===== src/rtl/store_buffer_if.sv =====
`default_nettype none
// ============================================================================
// Module   : store_buffer_if
// Purpose  : Core load/store handshake plus data-memory port bundle for the
//            store buffer. The master side is the core together with the
//            data memory; the slave side is the buffer itself.
// Revision : 1.0 - initial release
// ============================================================================
interface store_buffer_if #(
  parameter int DEPTH = 4
);
  localparam int CW = $clog2(DEPTH) + 1;

  logic          st_valid;
  logic          st_ready;
  logic [31:0]   st_addr;
  logic [31:0]   st_data;
  logic          ld_valid;
  logic [31:0]   ld_addr;
  logic [31:0]   ld_data;
  logic          ld_stall;
  logic          mem_we;
  logic [31:0]   mem_addr;
  logic [31:0]   mem_din;
  logic [31:0]   mem_dout;
  logic [CW-1:0] count;
  logic          empty;

  modport master (
    output st_valid, st_addr, st_data, ld_valid, ld_addr, mem_dout,
    input  st_ready, ld_data, ld_stall, mem_we, mem_addr, mem_din, count, empty
  );

  modport slave (
    input  st_valid, st_addr, st_data, ld_valid, ld_addr, mem_dout,
    output st_ready, ld_data, ld_stall, mem_we, mem_addr, mem_din, count, empty
  );
endinterface
`default_nettype wire


===== src/rtl/store_buffer.sv =====
`default_nettype none
// ============================================================================
// Module   : store_buffer
// Purpose  : Word-granular store FIFO in front of a single-port data memory.
//            Stores drain one per cycle when the core is not loading; loads
//            take priority and see the youngest buffered store to the same
//            word. A full buffer forces a drain and stalls the load.
// Config   : STORE_BUF_FWD_EN - when defined, loads are forwarded from the
//            buffer; when undefined, a load hitting a buffered word stalls
//            until that word has drained.
// Revision : 1.0 - initial release
// ============================================================================
module store_buffer #(
  parameter int DEPTH = 4
) (
  input  logic          clk,
  input  logic          reset,
  store_buffer_if.slave bus
);
  localparam int CW = $clog2(DEPTH) + 1;
  localparam int PW = $clog2(DEPTH);
  localparam logic [CW-1:0] c_depth = CW'(DEPTH);

  logic [29:0]   r_addr [DEPTH];
  logic [31:0]   r_data [DEPTH];
  logic [PW-1:0] r_head;
  logic [PW-1:0] r_tail;
  logic [CW-1:0] r_count;

  logic          w_full;
  logic          w_hit;
  logic [PW-1:0] w_idx;
  logic          w_stall;
  logic          w_drain;
  logic          w_push;
`ifdef STORE_BUF_FWD_EN
  logic [31:0]   w_fwd_data;
`endif

  assign w_full = (r_count == c_depth);

  // Scan valid entries oldest to youngest so the last match is the youngest
`ifdef STORE_BUF_FWD_EN
  always_comb begin
    w_hit      = 1'b0;
    w_fwd_data = '0;
    w_idx      = '0;
    for (int k = 0; k < DEPTH; k++) begin
      w_idx = r_head + PW'(k);
      if ((CW'(k) < r_count) && (r_addr[w_idx] == bus.ld_addr[31:2])) begin
        w_hit      = 1'b1;
        w_fwd_data = r_data[w_idx];
      end
    end
  end
`else
  always_comb begin
    w_hit = 1'b0;
    w_idx = '0;
    for (int k = 0; k < DEPTH; k++) begin
      w_idx = r_head + PW'(k);
      if ((CW'(k) < r_count) && (r_addr[w_idx] == bus.ld_addr[31:2])) begin
        w_hit = 1'b1;
      end
    end
  end
`endif

  // A full buffer always stalls a load so the head can drain; without
  // forwarding a hit also stalls until the matching word reaches memory.
`ifdef STORE_BUF_FWD_EN
  assign w_stall = bus.ld_valid && w_full;
`else
  assign w_stall = bus.ld_valid && (w_full || w_hit);
`endif

  assign w_drain = (r_count != '0) && (!bus.ld_valid || w_stall);
  assign w_push  = bus.st_valid && bus.st_ready;

  assign bus.st_ready = !reset && !w_full;
  assign bus.ld_stall = w_stall;
  assign bus.mem_we   = w_drain;
  assign bus.mem_addr = w_drain ? {r_addr[r_head], 2'b00} : bus.ld_addr;
  assign bus.mem_din  = w_drain ? r_data[r_head] : 32'h0;
  assign bus.count    = r_count;
  assign bus.empty    = (r_count == '0);

`ifdef STORE_BUF_FWD_EN
  assign bus.ld_data = (bus.ld_valid && !w_stall) ? (w_hit ? w_fwd_data : bus.mem_dout) : 32'h0;
`else
  assign bus.ld_data = (bus.ld_valid && !w_stall) ? bus.mem_dout : 32'h0;
`endif

  // Head/tail pointers and occupancy; reset discards all pending stores
  always_ff @(posedge clk or posedge reset) begin
    if (reset) begin
      r_head  <= '0;
      r_tail  <= '0;
      r_count <= '0;
    end else begin
      if (w_push)  r_tail <= r_tail + PW'(1);
      if (w_drain) r_head <= r_head + PW'(1);
      case ({w_push, w_drain})
        2'b10:   r_count <= r_count + CW'(1);
        2'b01:   r_count <= r_count - CW'(1);
        default: r_count <= r_count;
      endcase
    end
  end

  // Entry storage is left uncleared; validity is tracked by count alone
  always_ff @(posedge clk) begin
    if (w_push) begin
      r_addr[r_tail] <= bus.st_addr[31:2];
      r_data[r_tail] <= bus.st_data;
    end
  end
endmodule
`default_nettype wire


===== src/flat_wrapper.sv =====
// flat-port wrapper written by rule: the top's interface ports become plain ports
module store_buffer_flat 
#(
  parameter int DEPTH = 4
)
  (clk, reset, bus_st_valid, bus_st_addr, bus_st_data, bus_ld_valid, bus_ld_addr, bus_mem_dout, bus_st_ready, bus_ld_data, bus_ld_stall, bus_mem_we, bus_mem_addr, bus_mem_din, bus_count, bus_empty);
  store_buffer_if #(.DEPTH(DEPTH)) bus_i ();
  input  logic clk;
  input  logic reset;
  input wire logic [$bits(bus_i.st_valid)-1:0] bus_st_valid;
  input wire logic [$bits(bus_i.st_addr)-1:0] bus_st_addr;
  input wire logic [$bits(bus_i.st_data)-1:0] bus_st_data;
  input wire logic [$bits(bus_i.ld_valid)-1:0] bus_ld_valid;
  input wire logic [$bits(bus_i.ld_addr)-1:0] bus_ld_addr;
  input wire logic [$bits(bus_i.mem_dout)-1:0] bus_mem_dout;
  output wire logic [$bits(bus_i.st_ready)-1:0] bus_st_ready;
  output wire logic [$bits(bus_i.ld_data)-1:0] bus_ld_data;
  output wire logic [$bits(bus_i.ld_stall)-1:0] bus_ld_stall;
  output wire logic [$bits(bus_i.mem_we)-1:0] bus_mem_we;
  output wire logic [$bits(bus_i.mem_addr)-1:0] bus_mem_addr;
  output wire logic [$bits(bus_i.mem_din)-1:0] bus_mem_din;
  output wire logic [$bits(bus_i.count)-1:0] bus_count;
  output wire logic [$bits(bus_i.empty)-1:0] bus_empty;
  assign bus_i.st_valid = bus_st_valid;
  assign bus_i.st_addr = bus_st_addr;
  assign bus_i.st_data = bus_st_data;
  assign bus_i.ld_valid = bus_ld_valid;
  assign bus_i.ld_addr = bus_ld_addr;
  assign bus_i.mem_dout = bus_mem_dout;
  assign bus_st_ready = bus_i.st_ready;
  assign bus_ld_data = bus_i.ld_data;
  assign bus_ld_stall = bus_i.ld_stall;
  assign bus_mem_we = bus_i.mem_we;
  assign bus_mem_addr = bus_i.mem_addr;
  assign bus_mem_din = bus_i.mem_din;
  assign bus_count = bus_i.count;
  assign bus_empty = bus_i.empty;
  store_buffer #(.DEPTH(DEPTH)) u_core (.clk(clk), .reset(reset), .bus(bus_i));
endmodule

===== config.mk =====
export PLATFORM = sky130hd
export DESIGN_NAME = store_buffer_flat
export DESIGN_NICKNAME = d
export VERILOG_FILES = /design/src/rtl/store_buffer_if.sv /design/src/rtl/store_buffer.sv /design/src/flat_wrapper.sv
export SDC_FILE = /design/constraint.sdc
export NUM_CORES = 1
export LEC_CHECK = 0
export ABC_AREA = 1
export CORE_AREA = 2 2 170 172
export DETAILED_ROUTE_END_ITERATION = 7
export DIE_AREA = 0 0 172 174
export DONT_BUFFER_PORTS = 1
export PLACE_DENSITY = 0.8
export SETUP_SLACK_MARGIN = 0.1
export SYNTH_ARGS = -nofsm -noshare
export SYNTH_HDL_FRONTEND = slang
export SYNTH_SLANG_ARGS = --single-unit

===== constraint.sdc =====
create_clock -name clk -period 5.1 [get_ports clk]
set_clock_uncertainty 0.2 [all_clocks]
set_input_delay 0.51 -clock clk [delete_from_list [all_inputs] [get_ports clk]]
set_output_delay 0.51 -clock clk [all_outputs]
set_load 0.1 [all_outputs]

# --- Word-level counts from Yosys, hierarchy flattened ---
# Memory sizes are Yosys's and may differ from the RTL's.
# Cells that the tools add are included.
totals:
  wordCells: 50
  inputBits: 132
  n_memories: 2
  ramBits: 248
  regBits: 7
op_classes:
  n_eq_ne: 7
  n_addsub: 6
  muxes: 10
  n_reduce_logical: 18
  n_lt_le_gt_ge: 4
memory_table:
  columns: ["name", "depth", "width", "rd", "rd_ports_with_merged_regs", "write_ports", "line_no", "rtl"]
  rows:
  - ["u_core.r_data", 4, 32, 1, 0, 1, "store_buffer.sv:25", "logic [31:0] r_data [DEPTH];"]
  - ["u_core.r_addr", 4, 30, 4, 0, 1, "store_buffer.sv:24", "logic [29:0] r_addr [DEPTH];"]
op_table:
  columns: ["operator", "n"]
  rows:
  - ["$eq 30x30->1", 4]
  - ["$mux 32", 3]
  - ["$logic_and 1x1->1", 9]
  - ["$lt 1x3->1 const A", 2]
  - ["$lt 2x3->1 const A", 2]
  - ["$mux 1", 6]
  - ["$pmux 3 s2", 1]
  - ["$add 2x1->2 const B", 2]
  - ["$add 2x2->2 const B", 2]
  - ["$logic_not 1->1", 4]
  - ["$add 3x1->3 const B", 1]
  - ["$eq 3x3->1 const B", 1]
  - ["$logic_not 3->1", 1]
  - ["$reduce_bool 3->1", 1]
  - ["$sub 3x1->3 const B", 1]
  - ["$eq 2x1->1 const B", 1]
  - ["$eq 2x2->1 const B", 1]
  - ["$logic_or 1x1->1", 2]
  - ["$reduce_bool 2->1", 1]

# --- Depth between registers and ports, before layout ---
# Gate-level depths: netlist of run 1.
# An unclocked memory read counts as a cell.
logic_depth:
  word_depth: 13
  depth_mapped: 28
  ltp_nobuf: 24

# --- Least setup slack after synthesis of run 1 ---
# Ideal clock, no wire load.
synth_path:
  kind: "reg2reg"
  startpoint: "reg u_core.r_count[0], in the netlist u_core.bus.count[0]"
  endpoint: "mem u_core.r_addr[0][0] (enable)"
  n_path_buf: 0
  stages_incl_launch_ff: 6
  arrival_time_ps: 6219
  setup_time_ps: 482
  setup_slack_ps: -1801
  path_cell_list: "dfrtp_1 > inv_1 > ha_1 > a21oi_1 > nand2_1 > nor2_1"
synth_via:
  elab_chain_len: 6
synth_lines:
  columns: ["item", "line_no", "rtl"]
  rows:
  - ["start, declared", "store_buffer.sv:28", "logic [CW-1:0] r_count;"]
  - ["start signal, assigned", "store_buffer.sv:104", "2'b10: r_count <= r_count + CW'(1);"]
  - ["start signal, assigned", "store_buffer.sv:105", "2'b01: r_count <= r_count - CW'(1);"]
  - ["start signal, assigned", "store_buffer.sv:106", "default: r_count <= r_count;"]
  - ["$eq 3x3->1", "store_buffer.sv:40", "assign w_full = (r_count == c_depth);"]
  - ["$logic_not 1->1", "store_buffer.sv:80", "assign bus.st_ready = !reset && !w_full;"]
  - ["$logic_and 1x1->1", "store_buffer.sv:80", null]
  - ["via bus_st_ready", "flat_wrapper.sv:16", "output wire logic [$bits(bus_i.st_ready)-1:0] bus_st_ready;"]
  - ["$logic_and 1x1->1", "store_buffer.sv:78", "assign w_push = bus.st_valid && bus.st_ready;"]
  - ["$mux 1", "store_buffer.sv:113", "if (w_push) begin"]
  - ["$mux 1 (not written as such)", "store_buffer.sv:114", "r_addr[r_tail] <= bus.st_addr[31:2];"]
  - ["end, declared", "store_buffer.sv:24", null]
# The timed path passes the listed nets, and every way through them passes these cells.

# --- Worst setup path in the final report of run 1 ---
layout_path:
  startpoint: "reg u_core.r_head[0]"
  endpoint: "out bus_mem_din[19]"
layout_via:
  elab_chain_len: 12
  word_cells_on_any_way: 22
  classes_between: "add/sub: 3; eq/ne: 4; mux: 5; reduce/logical: 8; memory: 2"
layout_lines:
  columns: ["item", "line_no", "rtl"]
  rows:
  - ["start, declared", "store_buffer.sv:26", "logic [PW-1:0] r_head;"]
  - ["start signal, assigned", "store_buffer.sv:102", "if (w_drain) r_head <= r_head + PW'(1);"]
  - ["$add 2x1->2 or $mem_v2 4x30 (tied branches)", null, null]
  - ["$mem_v2 4x30 or $eq 30x30->1 (tied branches)", null, null]
  - ["$eq 30x30->1 or $logic_and 1x1->1 (tied branches)", "store_buffer.sv:62", "if ((CW'(k) < r_count) && (r_addr[w_idx] == bus.ld_addr[31:2])) begin"]
  - ["$logic_and 1x1->1 or $mux 1 (tied branches)", "store_buffer.sv:62", null]
  - ["$mux 1 (3 in series)", "store_buffer.sv:62", null]
  - ["$logic_or 1x1->1", "store_buffer.sv:74", "assign w_stall = bus.ld_valid && (w_full || w_hit);"]
  - ["$logic_and 1x1->1", "store_buffer.sv:74", null]
  - ["$logic_or 1x1->1", "store_buffer.sv:77", "assign w_drain = (r_count != '0) && (!bus.ld_valid || w_stall);"]
  - ["$logic_and 1x1->1", "store_buffer.sv:77", null]
  - ["$mux 32 (*)", "store_buffer.sv:84", "assign bus.mem_din = w_drain ? r_data[r_head] : 32'h0;"]
  - ["end, declared", "flat_wrapper.sv:21", "output wire logic [$bits(bus_i.mem_din)-1:0] bus_mem_din;"]
# Mark *: on every way between the ends. The rest lies on a longest branch, timed or not.

==> results.ini, run 1 <==
[run_status]
outcome = complete, no violations

[clocking]
clock_sinks = 255
numCtsBuffers = 27
htreeDepth = 1
path_clk_slew_ns = 0.07
clk_path_buf_depth = 3
clock_latency_ns = 0.54
tritoncts = built
cts-root-buf = clkbuf_16

[yosys]
synthCells = 2026
ys_types = 30
ys_seq_elements = 255
yosys.area_share.simple_pct = 35.0
synth_area_um2 = 15200
synth_top_family_by_area = simple AND/OR/NAND/NOR gates
ys_seq_area_share_pct = 50.0
synth_fp_nets = 2167
yosysWarnings = 0
synth_xor_area_share_pct = 0.575
syn_area_per_cell_um2 = 7.52
synthMuxAreaShare_pct = 0
synth_compound_area_share_pct = 4.83
synth-adder-area-share_pct = 0.739

[critical_path]
cp_common_cell = nand2_1
critPathBufInv = 4
slowest_delay_ns = 0.49
start_kind = flop
cp_max_fo = 83
crit_slowest_cell = dfrtp_4
path_cells = buf_16 > buf_16 > nand2_1 > nand3_1 > o21ai_0 > nand2_1 > nand2_1 > nor2_1 > nand2_1 > nor2_1 > nand2_1 > nor2_1 > nor2_2 > nand3_4 > nand2_8 > buf_12 > nor2_2 > buf_12
cp-end-kind = primary output
cp.arrival_ns = 4.13
required_ns = 4.39
cp_top_family = simple AND/OR/NAND/NOR gates
worstSetupPathType = flop to primary output

[die]
ios = 235
die_x_um = 172
num_rows = 62
start_util_pct = 54.0
die_area_um2 = 29900
core_um2 = 28200
die_h_um = 174

[sta]
tns_ns = 0
holdWs_ns = 0.197
hold_violations = 0
grt_setup_unrepaired = yes
relSlewSlack_pct = 19.2
period_minus_slack_ns = 4.84
maxClockFrequency_mhz = 207
slew_violations = 0
setup_violations = 0
min_period_over_period_pct = 94.9
worstMarginPinSlew_ns = 1.21

[cells_and_area]
multi_input_area_um2 = 6500
nNetsFinal = 2297
area_growth_pct = 26.9
layout.area.seq_um2 = 7630
num-fill-cells = 2130
drive_gt1_share_pct = 12.2

[flow_run]
drv_cap = 0

[routing]
vias = 14500
via_per_inst = 5.67
drc_errors = 0
drt_first_iter_violations = 1487
first_pass_iters = 6
ant_nets = 0
totalWireLength_mm = 47.7
wl_per_cell_um = 18.6

[power]
p_leak_nw = 8.88
pwr_density_cell_nw_per_um2 = 741
ir_drop_v = 0.000526

[grt]
grt_pass1_wl_mm = 70.0
grt_usage_pct = 30.0
antenna_found_initial = 7
grt_max_degree = 108
grt_pass1_vias = 13600
overflow = 0

[min_path]
hold_path_class = primary input to asynchronous set/reset pin

[placed_design]
routabilityCongestion = 0.939
dp_hpwl_mm = 29.7
port_buffers = 0

[placed cells by master (no fill, tap or decap), types with 2 or more instances in the layout]
master,Yosys,layout
dfrtp_4,0,2
inv_1,192,192
clkinvlp_4,0,3
a221oi_1,32,32
nand2_1,975,973
nand4_1,2,2
o21ai_2,2,2
buf_16,0,3
dfrtp_1,7,5
clkinv_2,0,6
nand3_1,227,227
and2_0,2,2
nor3_1,2,2
inv_6,0,2
buf_4,14,19
a21oi_1,37,36
xor2_1,8,8
inv_2,8,8
clkbuf_16,0,31
nor2_1,126,55
bufinv_16,0,5
nor2_2,0,67
edfxtp_1,248,248
o21ai_0,39,37
o21ai_1,7,9
clkinv_1,0,4
xnor2_1,2,2
nand2_2,1,2
ha_1,9,9
nor2_4,0,4
buf_6,20,2
dlygate4sd3_1,0,63
diode_2,0,4
buf_12,0,102
clkbuf_1,21,2
[worst paths after layout]
path,startpoint,to,slack [ns],cells after the start
setup / recovery,u_core.r_head[0],bus_mem_din[19],0.26,18
hold / removal,reset,u_core.r_tail[0],0.20,2
setup reg to reg,u_core.r_head[0],u_core.bus.count[2],0.88,21
hold reg to reg,u_core.bus.count[0],u_core.bus.count[0],0.35,1
max in group asynchronous,reset,u_core.r_head[1],4.19,2
min in group clk,bus_st_valid,u_core.r_tail[0],0.32,2
[flip-flops by register name (all words and copies together) (netlist names)]
name / cells
u_core.r_data: 128
u_core.r_head: 2
u_core.bus.count: 3
u_core.r_tail: 2
u_core.r_addr: 120
[timing repair]
action / in CTS / in global routing
setup buffers: 0 / 1
gates cloned: 0 / 5
pin swaps: 0 / 1
endpoints found under the setup margin: 32 / 94
hold endpoints to repair: 255 / 0
gates resized for setup: 1 / 11
hold buffers: 63 / 0
[synth_stat cells, drive strengths merged]
master,n,share of area (%)
a21boi,2,0.099
nor3,2,0.066
inv,202,5.0
edfxtp,248,49
nor2,126,3.1
ha,9,0.74
nand3,228,7.5
a21oi,37,1.2
or2,1,0.041
xnor2,2,0.11
o211ai,1,0.049
and2,2,0.082
clkbuf,21,0.52
nand2,976,24
o21ai,48,1.6
nand4,2,0.082
xor2,8,0.46
buf,72,3.4
a221oi,32,1.8
dfrtp,7,1.1
[per-stage QoR]
step | setup WS (ns) | area [um^2] | instances | total power [W] | utilization, %
after floorplan | 0.170 | 15300 | 2026 | 0.00911 | -
after global placement | 0.656 | 17600 | 2442 | 0.0117 | 62.4
after detailed placement | 0.580 | 17600 | 2442 | 0.0119 | 62.4
after CTS | 0.159 | 19200 | 2554 | 0.0140 | 67.9
after global routing | 0.104 | 19300 | 2563 | 0.0151 | 68.5
final | 0.260 | 19300 | 2564 | 0.0143 | 68.5
[layer usage]
layer	vias up	track usage [%]	part of all wire, %
met4	8	12.9	4.4
met5	-	0	0.10
met3	152	6.85	11
li1	6795	-	-
met2	964	50.6	47
met1	6611	36.9	37
[cell type report]
cell class | instances | share of cell area [%]
Clock inverter | 20 | 1.23
Inverter | 202 | 4.01
Timing Repair Buffer | 193 | 15.6
Clock buffer | 29 | 3.53
Tap cell | 384 | 2.48
Antenna cell | 4 | 0.0517
Multi-Input combinational cell | 1477 | 33.6
Sequential cell | 255 | 39.4
[cell families (layout without fill, tap and decap cells)]
family / count (synthesis) / count (layout)
compound gates: 120 / 120
xor+xnor: 10 / 10
flops: 255 / 255
buf+inv: 295 / 444
fa+ha+maj: 9 / 9
other cells: 0 / 4
simple gates: 1337 / 1338
[power breakdown]
group          total, W  switching (W)  internal (W)
Sequential      0.00269       0.000124       0.00256
Clock           0.00205       0.000823       0.00122
Combinational   0.00960        0.00671       0.00289
Total            0.0143        0.00766       0.00668
Note: power is estimated with default switching activity, not from simulation.
==> run 2, diff against run 1 <==
--- a/config.mk
+++ b/config.mk
@@ -6,9 +6,9 @@
 export NUM_CORES = 1
 export LEC_CHECK = 0
 export ABC_AREA = 1
-export CORE_AREA = 2 2 170 172
+export CORE_AREA = 4 4 172 174
 export DETAILED_ROUTE_END_ITERATION = 7
-export DIE_AREA = 0 0 172 174
+export DIE_AREA = 0 0 176 178
 export DONT_BUFFER_PORTS = 1
 export PLACE_DENSITY = 0.8
 export SETUP_SLACK_MARGIN = 0.1
==> run 2 against run 1 <==
Against the previous run:
- hold slack better by 0.0078 ns
- sequential cell count unchanged
- largest cell class unchanged
- register-to-register slack better by 0.14 ns
- critical path type unchanged
==> results.ini, run 2 (synthesis results as in run 1) <==
[placed_design]
routabilityCongestion = 0.970
dp_hpwl_mm = 30.2
port_buffers = 0
dp.cells = 2436
dp_worst_setup_slack_ns = 0.676

[power]
comb_power_share_pct = 68.0
ir_drop_v = 0.000612
p_leak_nw = 8.83
p_int_w = 0.00647
p_switching_w = 0.00760
p_seq_share_pct = 19.0
pwr_density_cell_nw_per_um2 = 733
p_clk_share_pct = 13.0
p_sw_share_pct = 54.0

[die]
ios = 235
start_util_pct = 54.9
core_um2 = 27800
die_h_um = 178
die_area_um2 = 31300
die_x_um = 176
num_rows = 61

[cells_and_area]
largest_reg_flops = 128
layout_common_cells = nand2_1, edfxtp_1, nand3_1, inv_1, buf_12
area_growth_pct = 25.9
drive_gt1_share_pct = 11.9
nNetsFinal = 2298
fin_cells = 2554
layout_commonest_cell = nand2_1
top_register = u_core.r_data
fin_util_pct = 69.1

[sta]
period_minus_slack_ns = 4.81
min_period_over_period_pct = 94.3
tns_ns = 0
fin_ws_ns = 0.291
maxClockFrequency_mhz = 208
worstMarginPinSlew_ns = 1.09
setup_violations = 0
slew_violations = 0
hold_violations = 0
grt_setup_unrepaired = no
relSlewSlack_pct = 27.2

[routing]
ant_nets = 0
drt_first_iter_violations = 1970
via_per_inst = 5.61
wl_per_cell_um = 18.5
vias = 14300
drc_errors = 0
totalWireLength_mm = 47.3
first_pass_iters = 7

[clocking]
numCtsBuffers = 27
clock_sinks = 255
path_clk_slew_ns = 0.06
clock_latency_ns = 0.56
clk_path_buf_depth = 3
cts-root-buf = clkbuf_16
tritoncts = built
htreeDepth = 1

[flow_run]
drv_cap = 0

[critical_path]
worstSetupPathType = flop to primary output
slowest_delay_ns = 0.57
path_cells = buf_6 > nand2_1 > nand2_2 > buf_12 > nand2_1 > nand3_1 > nand4_1 > nor2_1 > nand2_1 > nor2_1 > nand2_1 > nand2_1 > nand2_1 > nand3_4 > buf_12 > nand3_1 > nand2_1 > buf_12
cp-end-kind = primary output
cp_max_fo = 64
start_kind = flop
required_ns = 4.39
crit_slowest_cell = dfrtp_4
rr_startpoint = u_core.r_head[1]
startpoint = u_core.r_head[1]
cp.arrival_ns = 4.10
cp_common_cell = nand2_1

[grt]
grt_max_degree = 145
overflow = 0
grt_pass1_vias = 13700
grt_usage_pct = 28.8
antenna_found_initial = 5
grt_pass1_wl_mm = 72.0

[min_path]
hold_path_class = primary input to asynchronous set/reset pin

[run_status]
outcome = complete, no violations

run 2: changes by cell type in the layout (fill, tap and decap cells not counted), moves of 3 or more:
cell / delta
bufinv_16: -4
buf_12: +3
clkbuf_1: +4
clkinvlp_4: -3
run 2: final cells by class:
class	instances	area, um^2
flip-flops and latches	255	7630
diodes	2	5.00
clock inverters	13	97.6
multi-input cells	1477	6500
well taps	378	473
inverters	202	771
repair buffers	194	3010
clock buffers	33	698
fillers	2112	8590
run 2: power groups by stage:
stage	registers (W)	logic [W]	clock network, W
5_1_grt	0.00269	0.0102	0.00193
3_5_place_dp	0.00271	0.00913	0
6_report	0.00267	0.00957	0.00183
4_1_cts	0.00267	0.00925	0.00184
3_3_place_gp	0.00270	0.00896	0
2_1_floorplan	0.00275	0.00636	0
run 2: worst paths after layout:
path	slack, ns	endpoint	cells past startpoint
max reg2reg	1.02	u_core.bus.count[2]	21
max	0.29	bus_mem_addr[2]	18
min in group clk	0.33	u_core.r_tail[0]	2
max in group asynchronous	4.12	u_core.r_head[0]	2
min	0.21	u_core.bus.count[0]	2
min reg2reg	0.41	u_core.r_tail[1]	2
run 2: per-layer routing:
layer	global-route usage, %	wire [um]	share of wire [%]
met1	35.8	17500	37
met2	48.9	22300	47
met3	6.63	5260	11
met4	12.1	2180	4.6
met5	0	42	0.089
run 2: what timing repair did:
action	CTS	global route
cloned	0	4
buffers inserted	0	3
resized for setup	1	9
hold endpoints to repair	255	0
pin swaps	0	1
hold buffers	63	0
endpoints found under the setup margin	1	68
run 2: stage by stage:
stage               instance area (um^2)  hold slack [ns]  power (W)
floorplan                          15300            0.113    0.00911
global placement                   17600            0.213     0.0117
detailed placement                 17600            0.220     0.0118
CTS                                19000            0.192     0.0138
global route                       19200            0.229     0.0148
finish                             19200            0.205     0.0141
run 2: critical path: cells and delay by family (launching register included):
family                 cells  cell delay (ns)
DFF                        1             0.57
buffers and inverters      4             1.06
and+or+nand+nor           14             1.85
==> run 3, diff against run 2 <==
--- a/config.mk
+++ b/config.mk
@@ -6,9 +6,9 @@
 export NUM_CORES = 1
 export LEC_CHECK = 0
 export ABC_AREA = 1
-export CORE_AREA = 4 4 172 174
+export CORE_AREA = 3 3 171 173
 export DETAILED_ROUTE_END_ITERATION = 7
-export DIE_AREA = 0 0 176 178
+export DIE_AREA = 0 0 174 176
 export DONT_BUFFER_PORTS = 1
 export PLACE_DENSITY = 0.8
 export SETUP_SLACK_MARGIN = 0.1
==> run 3 against run 2 <==
Against the previous run:
- utilization rose by 0.36 points
- routed wire length fell by 2.8%
- sequential share of layout area fell by 0.21 points
- first-iteration DRC count fell by 12%
- combinational power fell by 2.3%
- via count fell by 0.66%
- critical endpoint is now bus_mem_din[11]
- largest power group unchanged
==> results.ini, run 3 (synthesis results as in run 1) <==
[die]
start_util_pct = 54.9
die_h_um = 176
die_area_um2 = 30600
die_x_um = 174
num_rows = 61
ios = 235
core_um2 = 27800

[sta]
setup_violations = 0
period_minus_slack_ns = 4.80
hold_violations = 0
min_period_over_period_pct = 94.1
worstMarginPinSlew_ns = 1.23
slew_violations = 0
tns_ns = 0
relSlewSlack_pct = 18.2
grt_setup_unrepaired = no
maxClockFrequency_mhz = 208
fin_ws_ns = 0.302

[routing]
first_pass_iters = 8
wl_per_cell_um = 18.0
vias = 14200
via_per_inst = 5.57
drc_errors = 0
drt_first_iter_violations = 1739
totalWireLength_mm = 46.0
ant_nets = 0

[grt]
antenna_found_initial = 5
grt_pass1_vias = 13400
grt_usage_pct = 29.3
grt_max_degree = 104
overflow = 0
grt_pass1_wl_mm = 71.3

[cells_and_area]
drive_gt1_share_pct = 11.9
layout_common_cells = nand2_1, edfxtp_1, nand3_1, inv_1, buf_12
layout_commonest_cell = nand2_1
nNetsFinal = 2294
largest_reg_flops = 128
top_register = u_core.r_data
area_growth_pct = 26.6

[clocking]
clk_path_buf_depth = 3
htreeDepth = 1
numCtsBuffers = 28
path_clk_slew_ns = 0.06
clock_sinks = 255
cts-root-buf = clkbuf_16
cts_setup_buffers = 0
tritoncts = built
clock_latency_ns = 0.57

[critical_path]
cp.arrival_ns = 4.09
path_cells = clkinv_8 > nand2_1 > nand2_2 > buf_12 > nand2_1 > nand2_1 > nand2_1 > nand2_1 > nand2_1 > nor2_1 > nand2_1 > nor2_1 > nand2_1 > nand2_1 > nor2_1 > nand3_4 > nand2_8 > buf_12 > nor2_2 > buf_12
cp_common_cell = nand2_1
required_ns = 4.39
slowest_delay_ns = 0.57
start_kind = flop
startpoint = u_core.r_head[0]
cp_max_fo = 66
crit_slowest_cell = dfrtp_4
rr_startpoint = u_core.r_head[0]
cp-end-kind = primary output
worstSetupPathType = flop to primary output

[power]
ir_drop_v = 0.000766
p_leak_nw = 8.86
pwr_density_cell_nw_per_um2 = 734
p_int_w = 0.00664
comb_power_share_pct = 66.0
p_seq_share_pct = 19.1
p_clk_share_pct = 14.9
p_sw_share_pct = 53.1
p_switching_w = 0.00752

[flow_run]
drv_cap = 0

[min_path]
hold_path_class = primary input to asynchronous set/reset pin

[placed_design]
port_buffers = 0
dp_hpwl_mm = 29.9
dp_worst_setup_slack_ns = 0.557
routabilityCongestion = 0.953

[run_status]
outcome = complete, no violations

## run 3: changes by cell type in the layout (fill, tap and decap cells not counted), moves of 2 or more
| cell | before | now |
|---|---|---|
| clkbuf_1 | 6 | 4 |
| clkinv_4 | 0 | 2 |
| bufinv_16 | 1 | 5 |
| buf_4 | 20 | 18 |
## run 3: critical path: cells and delay by family, from the launching register on
| kind | cells | cell delay, ns |
|---|---|---|
| buffers and inverters | 4 | 0.91 |
| AND/OR/NAND/NOR | 16 | 1.89 |
| flip-flops | 1 | 0.57 |
## run 3: final cells by class
| type | count | area [um^2] |
|---|---|---|
| multi-input cells | 1476 | 6490 |
| well taps | 378 | 473 |
| clock buffers | 32 | 716 |
| repair buffers | 190 | 2950 |
| diodes | 2 | 5.00 |
| fillers | 2149 | 8490 |
| flip-flops and latches | 255 | 7630 |
| clock inverters | 20 | 253 |
| inverters | 202 | 773 |
## run 3: per-stage QoR
step	util, %	power, W	cell area [um^2]	std cells	hold slack (ns)
final	69.4	0.0142	19300	2555	0.180
after floorplan	-	0.00911	15300	2026	0.113
after CTS	69.2	0.0140	19200	2552	0.175
after detailed placement	63.4	0.0119	17600	2437	0.219
after global routing	69.4	0.0149	19300	2554	0.175
after global placement	63.4	0.0117	17600	2437	0.211
## run 3: power by group through the flow
| stage | logic, W | clock network [W] | registers, W |
|---|---|---|---|
| detailed placement | 0.00912 | 0 | 0.00273 |
| CTS | 0.00922 | 0.00212 | 0.00269 |
| global route | 0.0100 | 0.00221 | 0.00273 |
| global placement | 0.00896 | 0 | 0.00271 |
| finish | 0.00935 | 0.00211 | 0.00271 |
| floorplan | 0.00636 | 0 | 0.00275 |
## run 3: layer usage
metal | up-vias | part of all wire [%] | global-route usage [%] | wire, um
met4 | 8 | 3.2 | 9.99 | 1470
li1 | 6766 | - | - | -
met3 | 108 | 9.4 | 5.91 | 4340
met5 | - | 0.10 | 0 | 46
met1 | 6583 | 38 | 36.7 | 17700
met2 | 762 | 49 | 50.8 | 22500
## run 3: path summary, 6_finish.rpt
kind	to	slack [ns]	cells past startpoint
min in group clk	u_core.r_head[0]	0.30	4
max in group asynchronous	u_core.r_head[1]	4.14	2
hold reg to reg	u_core.bus.count[0]	0.41	1
hold / removal	u_core.r_head[0]	0.18	2
setup / recovery	bus_mem_din[11]	0.30	20
setup reg to reg	u_core.bus.count[2]	0.89	22
## run 3: what timing repair did
item | CTS | global route
hold buffers | 63 | 0
cloned | 0 | 1
pin swaps | 0 | 0
resized for setup | 2 | 9
endpoints found under the setup margin | 22 | 82
hold endpoints to repair | 255 | 0
